`config.mk`:
```
export PLATFORM = sky130hd
export DESIGN_NAME = oam_dma
export DESIGN_NICKNAME = d
export VERILOG_FILES = /design/src/rtl/oam_dma.sv
export SDC_FILE = /design/constraint.sdc
export NUM_CORES = 1
export LEC_CHECK = 0
export CORE_MARGIN = 1
export CORE_UTILIZATION = 30
export CTS_CLUSTER_SIZE = 20
export DETAILED_ROUTE_END_ITERATION = 8
export HOLD_SLACK_MARGIN = 0.03
export PLACE_DENSITY = 0.55
export SYNTH_ARGS = -nofsm -noshare
export SYNTH_HDL_FRONTEND = slang
export SYNTH_SLANG_ARGS = --single-unit
```
`constraint.sdc`:
```
create_clock -name clk -period 1.5 [get_ports clk]
set_input_delay 0.225 -clock clk [delete_from_list [all_inputs] [get_ports clk]]
set_output_delay 0.225 -clock clk [all_outputs]
set_load 0.02 [all_outputs]
```
`src/rtl/oam_dma.sv`:
```
// oam_dma: sprite DMA engine. A CPU write to DMA_REG latches a source page,
// halts the CPU through RDY, then copies 256 bytes from {page,00..FF} to
// OAM_PORT as alternating get (read) / put (write) cycles.
module oam_dma #(
  parameter logic [15:0] DMA_REG  = 16'h4014,
  parameter logic [15:0] OAM_PORT = 16'h2004,
  parameter int          XFER_LEN = 256
) (
  input  logic        clk,
  input  logic        reset,
  input  logic [15:0] cpu_addr,
  input  logic        cpu_wr,
  input  logic        cpu_rw,
  input  logic [7:0]  cpu_dout,
  input  logic [7:0]  bus_din,
  output logic        cpu_rdy,
  output logic        dma_active,
  output logic [15:0] dma_addr,
  output logic        dma_rd,
  output logic        dma_we,
  output logic [7:0]  dma_dout
);

  localparam logic [7:0] LAST = 8'(XFER_LEN - 1);

  typedef enum logic [2:0] {
    S_IDLE,
    S_HALT,
    S_ALIGN,
    S_READ,
    S_WRITE
  } state_e;

  state_e      state_q, state_d;
  logic [7:0]  page_q, page_d;
  logic [7:0]  count_q, count_d;
  logic [7:0]  buffer_q, buffer_d;
  logic        parity_q;

  logic        cpu_rdy_q, cpu_rdy_d;
  logic        dma_active_q, dma_active_d;
  logic [15:0] dma_addr_q, dma_addr_d;
  logic        dma_rd_q, dma_rd_d;
  logic        dma_we_q, dma_we_d;
  logic [7:0]  dma_dout_q, dma_dout_d;

  // Next-state logic; outputs are decoded from the next state so the output
  // registers line up with the state register.
  always_comb begin
    state_d  = state_q;
    page_d   = page_q;
    count_d  = count_q;
    buffer_d = buffer_q;
    case (state_q)
      S_IDLE: begin
        if (cpu_wr && (cpu_addr == DMA_REG)) begin
          page_d  = cpu_dout;
          count_d = 8'd0;
          state_d = S_HALT;
        end
      end
      S_HALT: begin
        // Halt only lands on a CPU read cycle. Parity 1 now means the next
        // cycle is a get, so the read can follow directly.
        if (cpu_rw) state_d = parity_q ? S_READ : S_ALIGN;
      end
      S_ALIGN: state_d = S_READ;
      S_READ: begin
        buffer_d = bus_din;
        state_d  = S_WRITE;
      end
      S_WRITE: begin
        if (count_q == LAST) begin
          state_d = S_IDLE;
        end else begin
          count_d = count_q + 8'd1;
          state_d = S_READ;
        end
      end
      default: state_d = S_IDLE;
    endcase

    cpu_rdy_d    = (state_d == S_IDLE);
    dma_active_d = (state_d != S_IDLE);
    dma_rd_d     = (state_d == S_READ);
    dma_we_d     = (state_d == S_WRITE);
    dma_dout_d   = dma_dout_q;
    case (state_d)
      S_READ:  dma_addr_d = {page_d, count_d};
      S_WRITE: begin
        dma_addr_d = OAM_PORT;
        dma_dout_d = buffer_d;
      end
      default: dma_addr_d = 16'h0000;
    endcase
  end

  // State, datapath and output registers; reset aborts any transfer at once.
  always_ff @(posedge clk or posedge reset) begin
    if (reset) begin
      state_q      <= S_IDLE;
      page_q       <= 8'h00;
      count_q      <= 8'h00;
      buffer_q     <= 8'h00;
      parity_q     <= 1'b0;
      cpu_rdy_q    <= 1'b1;
      dma_active_q <= 1'b0;
      dma_addr_q   <= 16'h0000;
      dma_rd_q     <= 1'b0;
      dma_we_q     <= 1'b0;
      dma_dout_q   <= 8'h00;
    end else begin
      state_q      <= state_d;
      page_q       <= page_d;
      count_q      <= count_d;
      buffer_q     <= buffer_d;
      parity_q     <= ~parity_q;
      cpu_rdy_q    <= cpu_rdy_d;
      dma_active_q <= dma_active_d;
      dma_addr_q   <= dma_addr_d;
      dma_rd_q     <= dma_rd_d;
      dma_we_q     <= dma_we_d;
      dma_dout_q   <= dma_dout_d;
    end
  end

  assign cpu_rdy    = cpu_rdy_q;
  assign dma_active = dma_active_q;
  assign dma_addr   = dma_addr_q;
  assign dma_rd     = dma_rd_q;
  assign dma_we     = dma_we_q;
  assign dma_dout   = dma_dout_q;

endmodule

```
==> impl_metrics.json <==
{
  "status": "complete, but fails checks",
  "violations": "setup timing",
  "grt_pass1_wl_um": 7690,
  "clock-sinks": 48,
  "final.setup.worst_slack_ns": -0.0881,
  "wl_per_cell_um": 13.0,
  "ant_nets": 0,
  "fin_cells": 348,
  "io_buffers": 63,
  "critPathMaxFanout": 4,
  "synth_top_family_by_area": "simple AND/OR/NAND/NOR gates",
  "worst_pin_slew_ns": 0.306,
  "max_freq_ghz": 0.630,
  "area_growth_pct": 59.5,
  "die_w_um": 83.4,
  "gp_congestion": 0.751,
  "report.power.total_mw": 5.38,
  "p_comb_share_pct": 50.2,
  "worstPathCellList": "nor3b_4, o21ai_4, or3_4, nand3b_1, o22ai_1",
  "cts_tree": "yes",
  "grt_pass1_vias": 1594,
  "hold_viol": 0,
  "slew_headroom_pct": 79.5,
  "min_period_ns": 1.59,
  "cp_slowest_cell": "dfrtp_2",
  "root_buffer": "clkbuf_8",
  "via_per_inst": 4.59,
  "syn_inst": 178,
  "cts_hold_buf": 0,
  "p_leak_nw": 1.64,
  "ys_seq_elements": 48,
  "die_y_um": 83.4,
  "dp_hpwl_um": 3230,
  "hp-class": "in -> async",
  "synth_cell_types": 45,
  "syn-num-nets": 215,
  "synthXorXnorAreaFrac_pct": 1.32,
  "period_share_pct": 106,
  "grt_overflow_total": 0,
  "whs_ns": 0.183,
  "synth_edf_count": 0,
  "cap_violations": 0,
  "final_common_cell": "dfrtp_1",
  "utilization_pct": 49.7,
  "yosys_warnings": 0,
  "dp_slack_ns": -0.364,
  "clk_pin_slew_ns": 0.09,
  "power.density_nw_per_um2": 1690,
  "critical_path_class": "reg -> reg",
  "nets": 307,
  "num_rows": 29,
  "clock_power_share_pct": 15.0,
  "grt_util_all_layers_pct": 13.8,
  "ctsHtreeMaxLevel": 2,
  "drv_slew": 0,
  "synth_mux_area_share_pct": 4.47,
  "die-area_um2": 6960,
  "synth.avg_cell_area_um2": 11.2,
  "drc": 0,
  "clkLatencyLatePin_ns": 0.30,
  "p_int_mw": 3.36,
  "switching_share_pct": 37.6,
  "start_kind": "flop",
  "cts_buffer_depth": 2,
  "fillers": 566,
  "rsz0062_at_grt": "true",
  "initial_utilization_pct": 31.1,
  "required_ns": 1.68,
  "wl_um": 4520,
  "dr.pass1.iters": 4,
  "antenna_cells": 0,
  "seqPwrFrac_pct": 34.8,
  "synthFlopType": "dfrtp_1",
  "final_cell_mix": "45 x dfrtp_1, 44 x clkdlybuf4s50_1, 28 x nand2_1",
  "antenna_found_initial": 0,
  "vdd_ir_drop_max_v": 0.000756,
  "synth-simple-area-share_pct": 19.4,
  "coreArea_um2": 6390,
  "via_count": 1596,
  "ys_async_sr_fraction_pct": 100,
  "synth_adder_area_share_pct": 0.629,
  "drt_iter0_drc": 61,
  "grt_max_degree": 23,
  "finalSetupViolCount": 27,
  "ys_seq_area_share_pct": 60.5,
  "synth_compound_area_share_pct": 9.57,
  "cp_data_arrival_time_ns": 1.76,
  "drive_above_1_share_pct": 25.5,
  "p_sw_mw": 2.02,
  "skew_ns": 0.0104,
  "syn_area_um2": 1990,
  "ios": 64,
  "crit_path_max_incr_delay_ns": 0.46,
  "cp-end-kind": "flop",
  "cts_buffers": 5,
  "dp.cells": 334
}
-- final timing paths --
path                                      start                       to  slack (ns)  cells after the start
min reg2reg                  parity_q$_DFF_PP0_       parity_q$_DFF_PP0_        0.45                      1
max                        state_q[1]$_DFF_PP0_    dma_addr[5]$_DFF_PP0_       -0.09                      5
min in group clk                     bus_din[1]  dma_dout[1]$_DFFE_PP0N_        0.44                      3
min                                       reset     state_q[0]$_DFF_PP0_        0.18                      2
max reg2reg                state_q[1]$_DFF_PP0_    dma_addr[5]$_DFF_PP0_       -0.09                      5
max in group asynchronous                 reset      page_q[2]$_DFF_PP0_        0.89                      3
-- Yosys cell counts (all sizes together), types with 2 or more instances --
library cell | number | area [um2]
dfrtp | 47 | 1180
nand2 | 29 | 109
nor2 | 22 | 87.6
inv | 9 | 33.8
o21ai | 8 | 43.8
a22oi | 7 | 52.6
mux2 | 7 | 78.8
nand3 | 7 | 35.0
buf | 5 | 36.3
nor3 | 4 | 20.0
clkbuf | 2 | 7.51
nand4 | 2 | 18.8
nor4 | 2 | 12.5
nor4b | 2 | 23.8
o22ai | 2 | 12.5
xnor2 | 2 | 17.5
-- what timing repair did --
item,in CTS,in global routing
pin swaps,2,7
setup buffers,4,2
endpoints found under the setup margin,37,55
resized for setup,10,28
-- power by group through the flow --
stage               registers (mW)  logic [mW]  clock network, mW
floorplan                     2.18        1.12                  0
global placement              1.88        2.52                  0
detailed placement            1.88        2.54                  0
CTS                           1.86        2.61              0.844
global route                  1.92        2.98              0.910
finish                        1.87        2.70              0.807
-- cell families after synthesis --
| logic type | count (synthesis) |
|---|---|
| xor gates and xnor gates | 3 |
| DFF | 48 |
| AOI/OAI and AO/OA | 24 |
| and+or+nand+nor | 77 |
| adders and majority gates | 1 |
| buffers and inverters | 17 |
| muxes | 8 |
-- flip-flops by register name, summed over array words and instances, names as in the netlist --
| name | count |
|---|---|
| page_q | 8 |
| dma_active | 1 |
| state_q | 3 |
| dma_addr | 16 |
| dma_rd | 1 |
| cpu_rdy | 1 |
| count_q | 8 |
| dma_dout | 8 |
| dma_we | 1 |
| parity_q | 1 |
-- stage by stage --
step	cell area, um2	setup TNS [ns]
2_1_floorplan	2040	-0.312
3_3_place_gp	2920	-8.50
3_5_place_dp	2920	-9.23
4_1_cts	3060	-1.21
5_1_grt	3170	-3.95
6_report	3170	-1.04
-- area by class of cell --
class	count	area, um2	area share, %
inverters	10	41.3	1.30
clock inverters	2	13.8	0.434
flip-flops and latches	48	1200	38.0
repair buffers	92	921	29.0
clock buffers	6	82.6	2.60
well taps	77	96.3	3.04
multi-input cells	113	812	25.6
-- worst max-delay path, delay by kind of cell, from the launching register on --
| family | cells | cell delay, ns |
|---|---|---|
| simple gates | 3 | 0.80 |
| compound gates | 2 | 0.22 |
| flops | 1 | 0.46 |
-- routing by layer --
metal  up-vias  global-route usage, %  wire length [um]
met1       760                   19.2              2120
met2        47                   20.9              2080
met5         -                      0                 0
li1        787                      -                 -
met3         2                   3.78               271
met4         0                   4.70                37
No activity file was read; power rests on OpenSTA's default activity.
